[src/rtl/intadd_issuer.sv]
// intadd_issuer: accepts one integer-add command, issues the cru_intadd micro-instruction,
// waits the adder latency and returns dst/st with the tag. Define INTADD_ISSUER_CNT_EN for counters.
module intadd_issuer #(
    parameter int LATENCY = 1,
    parameter int TAG_W   = 4
) (
    input  logic               clk,
    input  logic               rst_n,
    input  logic               cmd_valid,
    output logic               cmd_ready,
    input  logic               cmd_mode,
    input  logic [2:0]         cmd_sign,
    input  logic               cmd_update_st,
    input  logic [127:0]       cmd_src0,
    input  logic [127:0]       cmd_src1,
    input  logic [127:0]       cmd_src2,
    input  logic [TAG_W-1:0]   cmd_tag,
    output logic [127:0]       src_reg0,
    output logic [127:0]       src_reg1,
    output logic [127:0]       src_reg2,
    output logic [10:0]        cru_intadd,
    input  logic [127:0]       dst_reg0,
    input  logic [127:0]       dst_reg1,
    input  logic [127:0]       st,
    output logic               rsp_valid,
    input  logic               rsp_ready,
    output logic [127:0]       rsp_dst0,
    output logic [127:0]       rsp_dst1,
    output logic [127:0]       rsp_st,
    output logic [TAG_W-1:0]   rsp_tag
`ifdef INTADD_ISSUER_CNT_EN
    ,
    output logic [31:0]        cnt_issued,
    output logic [31:0]        cnt_stall
`endif
);

    typedef enum logic [2:0] {
        S_IDLE,
        S_ISSUE,
        S_WAIT,
        S_CAPTURE,
        S_RESP
    } state_t;

    localparam logic [3:0] LAT_M1 = 4'(LATENCY - 1);

    state_t             r_state;
    logic               r_cmd_ready;
    logic [10:0]        r_cru;
    logic [127:0]       r_src0, r_src1, r_src2;
    logic [TAG_W-1:0]   r_tag;
    logic [3:0]         r_cnt;
    logic               r_rsp_valid;
    logic [127:0]       r_rsp_dst0, r_rsp_dst1, r_rsp_st;
    logic [TAG_W-1:0]   r_rsp_tag;
    logic [10:0]        w_enc;

    // Mode 0 is the 32-bit two-operand add: full precision, third sign unused.
    always_comb begin
        // NOTE: every always_comb output gets a default first so no path can infer a latch.
        w_enc = '0;
        if (cmd_mode)
            w_enc = {1'b1, 2'b00, 2'b00, 2'b00, cmd_sign, cmd_update_st};
        else
            w_enc = {1'b1, 2'b11, 2'b11, 2'b11, cmd_sign[2], cmd_sign[1], 1'b0, cmd_update_st};
    end

    // NOTE: sequential state uses non-blocking assignments so every register samples pre-edge values.
    always_ff @(posedge clk or negedge rst_n) begin
        if (!rst_n) begin
            r_state     <= S_IDLE;
            r_cmd_ready <= 1'b1;
            r_cru       <= '0;
            r_src0      <= '0;
            r_src1      <= '0;
            r_src2      <= '0;
            r_tag       <= '0;
            r_cnt       <= '0;
            r_rsp_valid <= 1'b0;
            r_rsp_dst0  <= '0;
            r_rsp_dst1  <= '0;
            r_rsp_st    <= '0;
            r_rsp_tag   <= '0;
        end else begin
            case (r_state)
                S_IDLE: begin
                    if (cmd_valid) begin
                        r_cru       <= w_enc;
                        r_src0      <= cmd_src0;
                        r_src1      <= cmd_src1;
                        r_src2      <= cmd_mode ? cmd_src2 : '0;
                        r_tag       <= cmd_tag;
                        r_cmd_ready <= 1'b0;
                        r_state     <= S_ISSUE;
                    end
                end
                S_ISSUE: begin
                    r_cru   <= '0;
                    r_cnt   <= LAT_M1;
                    r_state <= (LATENCY == 1) ? S_CAPTURE : S_WAIT;
                end
                S_WAIT: begin
                    r_cnt <= r_cnt - 4'd1;
                    if (r_cnt == 4'd1)
                        r_state <= S_CAPTURE;
                end
                S_CAPTURE: begin
                    r_rsp_dst0  <= dst_reg0;
                    r_rsp_dst1  <= dst_reg1;
                    r_rsp_st    <= st;
                    r_rsp_tag   <= r_tag;
                    r_rsp_valid <= 1'b1;
                    r_state     <= S_RESP;
                end
                S_RESP: begin
                    // A waiting command is picked up in the next IDLE cycle, never bypassed here.
                    if (rsp_ready) begin
                        r_rsp_valid <= 1'b0;
                        r_src0      <= '0;
                        r_src1      <= '0;
                        r_src2      <= '0;
                        r_cmd_ready <= 1'b1;
                        r_state     <= S_IDLE;
                    end
                end
                default: begin
                    r_state     <= S_IDLE;
                    r_cmd_ready <= 1'b1;
                    r_cru       <= '0;
                    r_rsp_valid <= 1'b0;
                end
            endcase
        end
    end

`ifdef INTADD_ISSUER_CNT_EN
    logic [31:0] r_cnt_issued, r_cnt_stall;

    always_ff @(posedge clk or negedge rst_n) begin
        if (!rst_n) begin
            r_cnt_issued <= '0;
            r_cnt_stall  <= '0;
        end else begin
            if (r_state == S_ISSUE)
                r_cnt_issued <= r_cnt_issued + 32'd1;
            if (r_state == S_RESP && !rsp_ready)
                r_cnt_stall <= r_cnt_stall + 32'd1;
        end
    end

    assign cnt_issued = r_cnt_issued;
    assign cnt_stall  = r_cnt_stall;
`endif

    assign cmd_ready  = r_cmd_ready;
    assign cru_intadd = r_cru;
    assign src_reg0   = r_src0;
    assign src_reg1   = r_src1;
    assign src_reg2   = r_src2;
    assign rsp_valid  = r_rsp_valid;
    assign rsp_dst0   = r_rsp_dst0;
    assign rsp_dst1   = r_rsp_dst1;
    assign rsp_st     = r_rsp_st;
    assign rsp_tag    = r_rsp_tag;

endmodule

[config.mk]
export PLATFORM = sky130hd
export DESIGN_NAME = intadd_issuer
export DESIGN_NICKNAME = d
export VERILOG_FILES = /design/src/rtl/intadd_issuer.sv
export SDC_FILE = /design/constraint.sdc
export NUM_CORES = 1
export LEC_CHECK = 0
export BUFFER_PORTS_ARGS = -buffer_cell sky130_fd_sc_hd__buf_2
export CELL_PAD_IN_SITES_DETAIL_PLACEMENT = 0
export CELL_PAD_IN_SITES_GLOBAL_PLACEMENT = 2
export CORE_AREA = 4 4 600 602
export DETAILED_ROUTE_END_ITERATION = 10
export DIE_AREA = 0 0 604 606
export PLACE_DENSITY_LB_ADDON = 0.08
export SYNTH_ARGS = -nofsm -noshare
export SYNTH_HDL_FRONTEND = slang
export SYNTH_SLANG_ARGS = --single-unit
[constraint.sdc]
create_clock -name clk -period 2.9 [get_ports clk]
set_clock_uncertainty 0.05 [all_clocks]
set_input_delay 0 -clock clk [delete_from_list [all_inputs] [get_ports clk]]
set_output_delay 0 -clock clk [all_outputs]
set_load 0.1 [all_outputs]
==> results.json, run 1 <==
{
  "run_status": "finished with violations",
  "failed_checks": "negative hold slack",
  "critPathMaxFanout": 30,
  "cts-root-buf": "clkbuf_16",
  "grt_max_degree": 101,
  "die_w_um": 604,
  "placed_area_um2": 43800,
  "rows": 219,
  "routed_wl_mm": 229,
  "seq_area_um2": 19800,
  "dr.pass1.iters": 4,
  "grt_pass1_wl_mm": 303,
  "place.gp.congestion": 0.745,
  "finalCriticalPeriod_ns": 2.71,
  "critPathLaunchType": "flop",
  "cp.arrival_ns": 3.34,
  "antenna_found_initial": 88,
  "coreArea_um2": 355000,
  "drive_above_1_share_pct": 45.7,
  "vias": 29600,
  "syn_to_final_growth_pct": 113,
  "syn-num-nets": 2685,
  "synth_ff_type": "dfrtp_1",
  "synth-edff-count": 0,
  "slew_headroom_pct": 48.3,
  "avgSynthCellArea_um2": 15.7,
  "cts_max_path_buffers": 4,
  "cts.htree.levels": 4,
  "fin_area_um2": 63700,
  "clock_latency_ns": 0.80,
  "io_pins": 1566,
  "fin_cells": 9963,
  "finalHoldViolCount": 1,
  "layout_commonest_cell": "buf_2",
  "yosys_warnings": 0,
  "multi_input_comb_area_um2": 9250,
  "max_freq_mhz": 370,
  "syn-instance-count": 1902,
  "drt_iter0_drc": 901,
  "wl_per_cell_um": 23.0,
  "hold_class": "primary input to asynchronous set/reset pin",
  "final_cell_mix": "1,563 x buf_2, 1,546 x dlygate4sd3_1, 788 x dfrtp_1",
  "path_buf_inv": 2,
  "viasPerCell": 2.97,
  "ys_ff_latch": 791,
  "async_flop_share_pct": 100,
  "worstMarginPinSlew_ns": 0.776,
  "fp.dieArea_um2": 366000,
  "max_cap_violations": 0,
  "place.port_buffers": 1565,
  "yosysSeqAreaShare_pct": 66.3,
  "synth_cell_type_count": 31,
  "maxSlewViolCount": 0,
  "fin_crit_sh_pct": 93.3,
  "grt_overflow_total": 0,
  "postCtsSetupBuffers": 0,
  "drc": 0,
  "setup_viol": 0,
  "grt_pass1_vias": 32900,
  "grt_usage_pct": 12.0,
  "worstPathCellList": "or3b_4, buf_12, and3_1, dlygate4sd3_1, mux2_2",
  "tns_ns": 0,
  "grt_setup_unrepaired": "no",
  "clock_sinks": 791,
  "cts_tree": "done",
  "hold_slack_ns": -0.00313,
  "die_y_um": 606,
  "critical_path_class": "flop to flop",
  "crit_path_top_delay_cell": "or3b_4",
  "crit_path_end_kind": "flop",
  "cts_made_buffers": 134,
  "cp_slowest_stage_delay_ns": 0.66,
  "fillCellCount": 39600,
  "initial_core_util_pct": 8.41,
  "hpwl_mm": 180,
  "clk_pin_slew_ns": 0.05,
  "postRouteAntennaNets": 0,
  "crit_family": "simple AND/OR/NAND/NOR gates",
  "dp.cells": 8151,
  "required_ns": 3.54,
  "finalNetCount": 5867,
  "synth_area_um2": 29800
}
[final cells by class]
class / instances / share of cell area [%]
Timing Repair Buffer: 3196 / 38.2
Sequential cell: 791 / 31.1
Multi-Input combinational cell: 956 / 14.5
Tap cell: 4751 / 9.34
Clock buffer: 204 / 6.25
Clock inverter: 17 / 0.389
Antenna cell: 43 / 0.169
Inverter: 5 / 0.0295
[Yosys cell counts, drive strengths merged, types with 2 or more instances]
| library cell | instances | area share, % |
|---|---|---|
| inv | 5 | 0.063 |
| dfrtp | 790 | 66 |
| buf | 111 | 2.2 |
| o21ai | 7 | 0.12 |
| a21o | 2 | 0.050 |
| ha | 2 | 0.084 |
| mux2 | 520 | 20 |
| nand2 | 7 | 0.088 |
| nand2b | 2 | 0.042 |
| nor2 | 4 | 0.050 |
| clkbuf | 40 | 0.50 |
| nor3 | 5 | 0.084 |
| and3 | 128 | 2.7 |
| nor4b | 3 | 0.088 |
| a21oi | 5 | 0.084 |
| a22o | 260 | 7.6 |
[cells by family (layout without fill, tap and decap cells)]
family	count (synthesis)	after routing	share of synthesized area [%]
xor gates and xnor gates	1	1	0.0294
and+or+nand+nor	154	155	3.17
AOI/OAI and AO/OA	278	278	8.00
adders and majority gates	2	2	0.0838
muxes	520	520	19.6
DFF	791	791	66.3
buffers and inverters	156	3422	2.77
other	0	43	0
[registers in the layout (all words and copies together), names as in the netlist]
register and flops:
rsp_tag 4, rsp_dst0 128, rsp_st 128, r_state 3
rsp_dst1 128, src_reg2 128, r_cnt 4, src_reg1 128
r_tag 4, cmd_ready 1, src_reg0 128, cru_intadd 6
rsp_valid 1
[per-stage QoR]
step | setup WS (ns) | utilization, % | hold slack (ns)
final | 0.195 | 17.9 | -0.00313
after global routing | 0.0733 | 17.9 | 0.0286
after CTS | 0.0125 | 17.9 | 0.000943
after detailed placement | 0.402 | 12.4 | -0.00198
after global placement | 0.468 | 12.4 | -0.0127
after floorplan | 1.13 | - | -0.346
[final timing paths]
path,from,end,slack [ns],depth (start not counted)
max in group asynchronous,rst_n,src_reg0[109]$_DFFE_PN0P_,2.05,3
worst max register to register,r_state[0]$_DFFE_PN0P_,src_reg2[80]$_DFFE_PN0P_,0.19,5
worst max-delay path,r_state[0]$_DFFE_PN0P_,src_reg2[80]$_DFFE_PN0P_,0.19,5
worst min register to register,src_reg0[5]$_DFFE_PN0P_,src_reg0[5]$_DFFE_PN0P_,0.44,1
min in group clk,st[55],rsp_st[55]$_DFFE_PN0P_,0.06,3
worst min-delay path,rst_n,src_reg0[83]$_DFFE_PN0P_,-0.003,3
[worst min-delay path, cell delays in order]
cell and delay, ns:
dlygate4sd3_1 0.57, buf_8 0.39, buf_16 0.25
[layer usage]
| layer | GRT usage, % | part of all wire (%) | up-vias |
|---|---|---|---|
| met5 | 0 | 0.085 | - |
| met4 | 3.58 | 3.6 | 34 |
| met3 | 3.82 | 7.0 | 330 |
| met2 | 22.9 | 54 | 969 |
| met1 | 12.5 | 36 | 14900 |
| li1 | - | - | 13400 |
[what timing repair did]
item / in CTS / in global routing
endpoints found under the setup margin: 0 / 51
resized for setup: 0 / 2
hold buffers: 1547 / 0
endpoints found under the hold margin: 1537 / 0
Power of run 1 is left out: the tool's default activity adds up to more than one toggle a clock period on the data nets, which glitch-free logic cannot reach.
==> run 2: changes to the inputs <==
==> constraint.sdc (replaced) <==
create_clock -name clk -period 2.9 [get_ports clk]
set_clock_uncertainty 0.05 [all_clocks]
set_input_delay 0.29 -clock clk [delete_from_list [all_inputs] [get_ports clk]]
set_output_delay 0.29 -clock clk [all_outputs]
set_load 0.1 [all_outputs]
==> run 2 against run 1 <==
Against the previous run:
- the run now ends clean
- critical path depth up 1
- sequential share of layout area grew 4.3 points
- core utilization decreased by 2.2 points
- critical endpoint is now cru_intadd[1]$_DFFE_PN0P_
==> results.json, run 2 (synthesized netlist as in run 1, its figures left out) <==
{
  "dp.cells": 8160,
  "place.gp.congestion": 0.746,
  "cts-root-buf": "clkbuf_16",
  "syn_to_final_growth_pct": 87.4,
  "cp.arrival_ns": 3.09,
  "crit_end": "cru_intadd[1]$_DFFE_PN0P_",
  "rr_endpoint": "cru_intadd[1]$_DFFE_PN0P_",
  "setup_viol": 0,
  "drive_above_1_share_pct": 53.5,
  "run_status": "finished clean",
  "drc": 0,
  "io_pins": 1566,
  "antenna_found_initial": 88,
  "final_cell_mix": "1,563 x buf_2, 790 x dfrtp_1, 781 x dlygate4sd3_1",
  "routed_wl_mm": 225,
  "wl_per_cell_um": 24.4,
  "startpoint": "r_state[2]$_DFFE_PN0P_",
  "clock_sinks": 791,
  "r2r_start": "r_state[2]$_DFFE_PN0P_",
  "crit_path_end_kind": "flop",
  "grt_pass1_wl_mm": 293,
  "worstMarginPinSlew_ns": 0.830,
  "fin_cells": 9198,
  "grt_usage_pct": 11.7,
  "place.port_buffers": 1565,
  "viasPerCell": 2.88,
  "grt_setup_unrepaired": "no",
  "seq_area_um2": 19800,
  "postRouteAntennaNets": 0,
  "finalHoldViolCount": 0,
  "critical_path_class": "flop to flop",
  "cts_max_path_buffers": 4,
  "grt_overflow_total": 0,
  "cts.htree.levels": 3,
  "fillCellCount": 39900,
  "die_y_um": 606,
  "critPathMaxFanout": 35,
  "cts_made_buffers": 125,
  "postCtsSetupBuffers": 0,
  "layout_commonest_cell": "buf_2",
  "hold_class": "primary input to asynchronous set/reset pin",
  "max_cap_violations": 0,
  "grt_max_degree": 76,
  "clk_pin_slew_ns": 0.06,
  "critPathLaunchType": "flop",
  "multi_input_comb_area_um2": 9240,
  "cts_tree": "done",
  "die_w_um": 604,
  "fp.dieArea_um2": 366000,
  "max_freq_mhz": 426,
  "fin_crit_sh_pct": 80.9,
  "rows": 219,
  "hpwl_mm": 180,
  "dr.pass1.iters": 4,
  "slew_headroom_pct": 44.7,
  "grt_pass1_vias": 29500,
  "coreArea_um2": 355000,
  "drt_iter0_drc": 985,
  "reg2reg_depth": 6,
  "vias": 26500,
  "hold_slack_ns": 0.0906,
  "initial_core_util_pct": 8.41,
  "maxSlewViolCount": 0,
  "finalNetCount": 5100,
  "finalCriticalPeriod_ns": 2.35,
  "clock_latency_ns": 0.85,
  "reg2reg_slack_ns": 0.55,
  "tns_ns": 0,
  "required_ns": 3.65
}
## run 2: cell types whose count changed in the layout (fill, tap and decap cells not counted), sizes merged
cell | previous run | this run
bufinv | 3 | 7
buf | 1650 | 1658
dlygate4sd3 | 1546 | 781
clkinv | 9 | 12
inv | 9 | 6
or3b | 2 | 1
clkbuf | 204 | 190
diode | 43 | 46
## run 2: cell type report
cell class / count / area share, %
clock buffer: 190 / 6.53
multi-input combinational: 955 / 16.5
inverter: 5 / 0.0336
timing repair buffer: 2439 / 30.1
antenna: 46 / 0.206
clock inverter: 21 / 0.573
tap: 4751 / 10.6
sequential: 791 / 35.4
## run 2: how the worst min path moves through the flow
stage | start | end | cells after the start
after global placement | rst_n | rsp_st[74]$_DFFE_PN0P_ | 1
final | rst_n | rsp_st[74]$_DFFE_PN0P_ | 2
after floorplan | rst_n | cru_intadd[0]$_DFFE_PN0P_ | 0
after global routing | rst_n | rsp_st[74]$_DFFE_PN0P_ | 2
after CTS | cmd_src0[67] | src_reg0[67]$_DFFE_PN0P_ | 3
after detailed placement | rst_n | rsp_st[74]$_DFFE_PN0P_ | 1
## run 2: per-stage QoR
stage | cell area (um^2) | worst slack [ns] | utilization, %
3_3_place_gp | 44000 | 0.620 | 12.4
6_report | 55900 | 0.554 | 15.8
4_1_cts | 55800 | 0.409 | 15.7
5_1_grt | 55800 | 0.393 | 15.7
3_5_place_dp | 44000 | 0.564 | 12.4
2_1_floorplan | 29800 | 1.13 | -
## run 2: what timing repair did
| item | 4_1_cts | 5_1_grt |
|---|---|---|
| hold endpoints to repair | 1007 | 0 |
| hold buffers | 781 | 0 |
| gates resized for setup | 0 | 0 |
| setup endpoints to repair | 0 | 0 |
## run 2: critical path, cell delays in order, from the launching register on
cell and delay (ns):
dfrtp_1 0.49, buf_4 0.22, nand2b_1 0.16, nor3_2 0.31, buf_12 0.31, a32o_1 0.20, dlygate4sd3_1 0.54
## run 2: per-layer routing
layer  vias up  GRT usage (%)  wire length, um
met1     13500           12.7            83500
li1      11900              -                -
met5         -              0              187
met3       279           3.08            13200
met4        30           2.35             4990
met2       882           22.7           123000
Power of run 2 is left out for the same reason.
